### src/rtl/spu_pkg.sv
// spu_pkg: shared state type and width helpers for the SPU event arbiter
package spu_pkg;
  typedef enum logic [0:0] {IDLE = 1'b0, PRESENT = 1'b1} spu_arb_state_e;
  function automatic int spu_evt_w(input int num_event);
    return (num_event > 1) ? $clog2(num_event) : 1;
  endfunction
  function automatic int spu_idx_w(input int num_source);
    return (num_source > 1) ? $clog2(num_source) : 1;
  endfunction
endpackage

### src/rtl/spu_arb_rr.sv
// spu_arb_rr: combinational round-robin pick, searching upward from the pointer with wrap
module spu_arb_rr
  import spu_pkg::*;
#(
  parameter int NUM_SOURCE = 4,
  parameter int SRC_W = spu_idx_w(NUM_SOURCE)
) (
  input  logic [NUM_SOURCE-1:0] i_req,
  input  logic [SRC_W-1:0]      i_ptr,
  output logic [SRC_W-1:0]      o_gnt,
  output logic                  o_any
);
  logic [SRC_W-1:0] w_idx;
  always_comb begin
    o_gnt = '0;
    o_any = 1'b0;
    w_idx = '0;
    for (int k = 0; k < NUM_SOURCE; k++) begin
      w_idx = SRC_W'((int'(i_ptr) + k) % NUM_SOURCE);
      if (!o_any && i_req[w_idx]) begin
        o_gnt = w_idx;
        o_any = 1'b1;
      end
    end
  end
endmodule

### src/rtl/spu_event_arbiter.sv
// spu_event_arbiter: per-source one-entry holding registers feeding a round-robin output register.
// Drop counters exist only when SPU_ARB_DROP_CNT_EN is defined; otherwise drop_cnt_o is tied to 0.
module spu_event_arbiter
  import spu_pkg::*;
#(
  parameter int NUM_SOURCE      = 4,
  parameter int NUM_EVENT       = 5,
  parameter int EVENT_INFO_BITS = 8,
  parameter int CNT_WIDTH       = 8,
  localparam int EVT_W = spu_evt_w(NUM_EVENT),
  localparam int SRC_W = spu_idx_w(NUM_SOURCE)
) (
  input  logic                                  clk_i,
  input  logic                                  rst_i,
  input  logic [NUM_SOURCE-1:0]                 src_valid_i,
  input  logic [NUM_SOURCE*EVT_W-1:0]           src_event_i,
  input  logic [NUM_SOURCE*EVENT_INFO_BITS-1:0] src_info_i,
  output logic                                  out_valid_o,
  input  logic                                  out_ready_i,
  output logic [SRC_W-1:0]                      out_src_o,
  output logic [EVT_W-1:0]                      out_event_o,
  output logic [EVENT_INFO_BITS-1:0]            out_info_o,
  input  logic                                  drop_clr_i,
  output logic [NUM_SOURCE*CNT_WIDTH-1:0]       drop_cnt_o
);
  logic [NUM_SOURCE-1:0]      r_hold_valid;
  logic [EVT_W-1:0]           r_hold_evt [NUM_SOURCE];
  logic [EVENT_INFO_BITS-1:0] r_hold_info [NUM_SOURCE];
  spu_arb_state_e             r_state;
  logic [SRC_W-1:0]           r_rr_ptr;
  logic [SRC_W-1:0]           r_out_src;
  logic [EVT_W-1:0]           r_out_evt;
  logic [EVENT_INFO_BITS-1:0] r_out_info;
  logic [SRC_W-1:0]           w_gnt;
  logic                       w_any;
  logic                       w_take;
  logic [NUM_SOURCE-1:0]      w_drain;
  logic [NUM_SOURCE-1:0]      w_load;

  spu_arb_rr #(.NUM_SOURCE(NUM_SOURCE), .SRC_W(SRC_W)) u_rr (
    .i_req (r_hold_valid),
    .i_ptr (r_rr_ptr),
    .o_gnt (w_gnt),
    .o_any (w_any)
  );

  // The output register accepts a new grant when empty or when its current entry is handshaking.
  assign w_take  = w_any && (r_state == IDLE || out_ready_i);
  assign w_drain = w_take ? (NUM_SOURCE'(1) << w_gnt) : '0;
  assign w_load  = src_valid_i & (~r_hold_valid | w_drain);

  always_ff @(posedge clk_i) begin
    if (rst_i) r_hold_valid <= '0;
    else r_hold_valid <= (r_hold_valid & ~w_drain) | src_valid_i;
  end

  always_ff @(posedge clk_i) begin
    for (int i = 0; i < NUM_SOURCE; i++) begin
      if (w_load[i]) begin
        r_hold_evt[i]  <= src_event_i[i*EVT_W +: EVT_W];
        r_hold_info[i] <= src_info_i[i*EVENT_INFO_BITS +: EVENT_INFO_BITS];
      end
    end
  end

  always_ff @(posedge clk_i) begin
    if (rst_i) begin
      r_state    <= IDLE;
      r_rr_ptr   <= '0;
      r_out_src  <= '0;
      r_out_evt  <= '0;
      r_out_info <= '0;
    end else if (w_take) begin
      r_state    <= PRESENT;
      r_rr_ptr   <= (w_gnt == SRC_W'(NUM_SOURCE - 1)) ? '0 : w_gnt + 1'b1;
      r_out_src  <= w_gnt;
      r_out_evt  <= r_hold_evt[w_gnt];
      r_out_info <= r_hold_info[w_gnt];
    end else if (out_ready_i) begin
      r_state <= IDLE;
    end
  end

  assign out_valid_o = (r_state == PRESENT);
  assign out_src_o   = r_out_src;
  assign out_event_o = r_out_evt;
  assign out_info_o  = r_out_info;

`ifdef SPU_ARB_DROP_CNT_EN
  logic [NUM_SOURCE-1:0] w_drop;
  logic [CNT_WIDTH-1:0]  r_drop_cnt [NUM_SOURCE];
  assign w_drop = src_valid_i & r_hold_valid & ~w_drain;
  always_ff @(posedge clk_i) begin
    if (rst_i || drop_clr_i) r_drop_cnt <= '{default: '0};
    else
      for (int i = 0; i < NUM_SOURCE; i++)
        if (w_drop[i] && r_drop_cnt[i] != '1) r_drop_cnt[i] <= r_drop_cnt[i] + 1'b1;
  end
  for (genvar g = 0; g < NUM_SOURCE; g++) begin : g_cnt
    assign drop_cnt_o[g*CNT_WIDTH +: CNT_WIDTH] = r_drop_cnt[g];
  end
`else
  logic w_unused_clr;
  assign w_unused_clr = drop_clr_i;
  assign drop_cnt_o   = '0;
`endif
endmodule

### config.mk
export PLATFORM = sky130hd
export DESIGN_NAME = spu_event_arbiter
export DESIGN_NICKNAME = d
export VERILOG_FILES = /design/src/rtl/spu_pkg.sv /design/src/rtl/spu_arb_rr.sv /design/src/rtl/spu_event_arbiter.sv
export SDC_FILE = /design/constraint.sdc
export NUM_CORES = 1
export LEC_CHECK = 0
export BUFFER_PORTS_ARGS = -buffer_cell sky130_fd_sc_hd__buf_2
export CORE_MARGIN = 2
export CORE_UTILIZATION = 50
export DETAILED_ROUTE_END_ITERATION = 12
export GPL_ROUTABILITY_DRIVEN = 0
export PLACE_DENSITY = 0.8
export SLEW_MARGIN = 0
export SYNTH_ARGS = -nofsm -noshare
export SYNTH_HDL_FRONTEND = slang
export SYNTH_SLANG_ARGS = --single-unit
### constraint.sdc
create_clock -name clk_i -period 3.1 [get_ports clk_i]
set_input_delay 0.31 -clock clk_i [delete_from_list [all_inputs] [get_ports clk_i]]
set_output_delay 0.31 -clock clk_i [all_outputs]
set_load 0.01 [all_outputs]
==> flow_summary_export.csv <==
group,metric,value,unit
floorplanning,io_pins,98,
cts,root_buffer,"clkbuf_8",
cts,cts.sinks,64,
yosys,yosysMostFrequentCell,"edfxtp_1",
setup_path,criticalPathCategory,"flop to flop",
yosys,postSynthAreaPerCell,13.9,sq um
cts,cts_tree,"done",
setup_path,critPathCaptureType,"flop",
cts,path_clk_slew,0.07,ns
global_route,grt_overflow,0,
setup_path,crit_path_start_kind,"flop",
yosys,synth_area,2820,sq um
yosys,syn_inst,203,
finish,nets,326,
routing,vias,1652,
global_route,track_usage,16.8,%
yosys,ys.flop_type,"edfxtp_1",
timing,slew_headroom,65.9,%
yosys,synth_warnings,0,
cts,post-cts-setup-buffer-count,0,
yosys,synth.area.top_cells,"edfxtp_1 47%, dfxtp_1 14%, buf_4 8.5%",
setup_path,rrSetupSlack,0.90,ns
yosys,synth.largest_area_cell,"edfxtp_1",
cts,numCtsBuffers,9,
timing,setup_viol,0,
finish,area_growth,15.7,%
floorplanning,start_util,51.6,%
cts,ctsHoldBuffers,0,
run,max-cap-violations,0,
finish,n_fill_cell,451,
outcome,status,"complete, no violations",
cts,htreeDepth,3,
yosys,synth_cell_types,31,
power,peakVddDrop,0.615,mV
routing,dr.pass1.iters,4,
finish,fin_util,59.7,%
finish,diodes,0,
timing,finClkSkew,0.00768,ns
global_route,grt_max_degree,23,
setup_path,cp-startpoint,"r_hold_valid[0]",
routing,viasPerCell,4.73,
cts,clkLatencyLatePin,0.33,ns
yosys,synth_edf_count,44,
yosys,ys_seq_area_share,61.0,%
timing,period_share,70.9,%
routing,drtIter0Drc,97,
timing,timing_hold_violations_final,0,
place,dpl.hpwl,3.66,mm
yosys,ys_ff_latch,64,
global_route,grt_pass1_vias,1604,
cts,cts.repair.resized,0,
cts,cts_buffer_depth,2,
setup_path,crit_path_max_fanout,11,
setup_path,crit_arrival,2.16,ns
finish,drive_above_1_share,35.4,%
yosys,synth_commonest_cells,"44 x edfxtp_1, 32 x buf_4, 22 x mux2i_1",
routing,wire_per_inst,14.1,um
timing,fin_tns_setup,0,ns
timing,min_period,2.20,ns
power,powerDensity,666,nW/um^2
floorplanning,die_h,79.1,um
timing,hold_ws,0.148,ns
floorplanning,num_rows,27,
yosys,synthArstFlopShare,0,%
worst_hold_path,hp-start,"src_event_i[2]",
timing,rsz0062_at_grt,"no",
routing,antenna_left,0,
timing,max_freq,0.455,GHz
place,io_buffers,64,
finish,multi_input_area,857,sq um
setup_path,r2r-start,"r_hold_valid[0]",
worst_hold_path,hold_class,"primary input to flop",
routing,route.detailed.drc,0,
floorplanning,core_area,5470,sq um
global_route,grt_pass1_wl,7.76,mm
yosys,synth_top_area_share,46.8,%
timing,final_max_slew_viol_count,0,
finish,regArea,1720,sq um
floorplanning,dieArea,6260,sq um
floorplanning,die_w,79.1,um
timing,max_slew.worst_pin.slew,0.507,ns
routing,drt_wl_total,4.91,mm
setup_path,cp.required,3.07,ns
global_route,antenna_found_initial,0,
power,total_leakage_power,1.42,nW
-- critical path, stage by stage (launching register included) --
cell and delay [ns]:
dfxtp_1 0.37, a21oi_1 0.16, nor3b_1 0.07, or3_4 0.42
o31ai_1 0.31, and2_1 0.49
-- cell type report --
| cell class | count | share of cell area, % |
|---|---|---|
| clock buffer | 11 | 4.33 |
| clock inverter | 5 | 2.45 |
| inverter | 7 | 0.804 |
| multi-input combinational | 122 | 26.2 |
| sequential | 64 | 52.7 |
| tap | 72 | 2.76 |
| timing repair buffer | 68 | 10.7 |
-- through the flow --
step / setup slack (ns) / instance area (sq um) / power (mW) / std cells
finish: 0.903 / 3270 / 2.17 / 349
global route: 0.776 / 3270 / 2.27 / 349
CTS: 0.894 / 3270 / 2.20 / 349
floorplan: 0.621 / 2940 / 1.35 / 234
global placement: 0.948 / 3050 / 1.41 / 333
detailed placement: 0.868 / 3050 / 1.42 / 333
-- cells by family (layout without fill, tap and decap cells) --
logic type / count (synthesis) / count (layout) / share of synthesized area [%]
DFF: 64 / 64 / 61.0
buffers and inverters: 48 / 91 / 12.8
and+or+nand+nor: 36 / 36 / 7.67
AOI/OAI and AO/OA: 30 / 30 / 9.75
muxes: 22 / 22 / 7.80
adders and majority gates: 2 / 2 / 0.886
other: 1 / 32 / 0.133
-- layout by cell type (no fill, tap or decap), drive strengths merged, types with 3 or more instances in the layout --
| cell type | synthesis | final |
|---|---|---|
| dfxtp | 20 | 20 |
| inv | 7 | 7 |
| nor2 | 7 | 7 |
| nand3b | 11 | 11 |
| o221ai | 11 | 11 |
| buf | 39 | 68 |
| clkbuf | 2 | 11 |
| mux2i | 22 | 22 |
| or3 | 3 | 3 |
| conb | 1 | 32 |
| a21oi | 11 | 11 |
| nand2 | 8 | 8 |
| edfxtp | 44 | 44 |
-- sequential cells by signal (all words and copies together), names as in the netlist --
name and count:
out_valid_o 1, r_hold_info 32, r_rr_ptr 2, r_hold_evt 12, r_hold_valid 4, out_info_o 8
out_src_o 2, out_event_o 3
-- per-layer routing --
metal	vias up	track usage (%)	share of wire, %
met5	-	0	0
met4	0	9.83	0.77
met3	2	3.52	6.1
met2	67	26.7	49
met1	766	21.2	44
li1	817	-	-
-- power by group --
part	switching [mW]	internal, mW
registers	0.0407	1.00
clock network	0.307	0.473
logic	0.201	0.148
total	0.549	1.63
-- path summary, 6_finish.rpt --
| path | end | cells past startpoint |
|---|---|---|
| setup reg to reg | r_hold_info[3][4] | 5 |
| hold reg to reg | out_src_o[1] | 2 |
| hold / removal | r_hold_evt[0][2] | 1 |
| setup / recovery | r_hold_info[3][4] | 5 |
No activity file was read; power rests on OpenSTA's default activity.
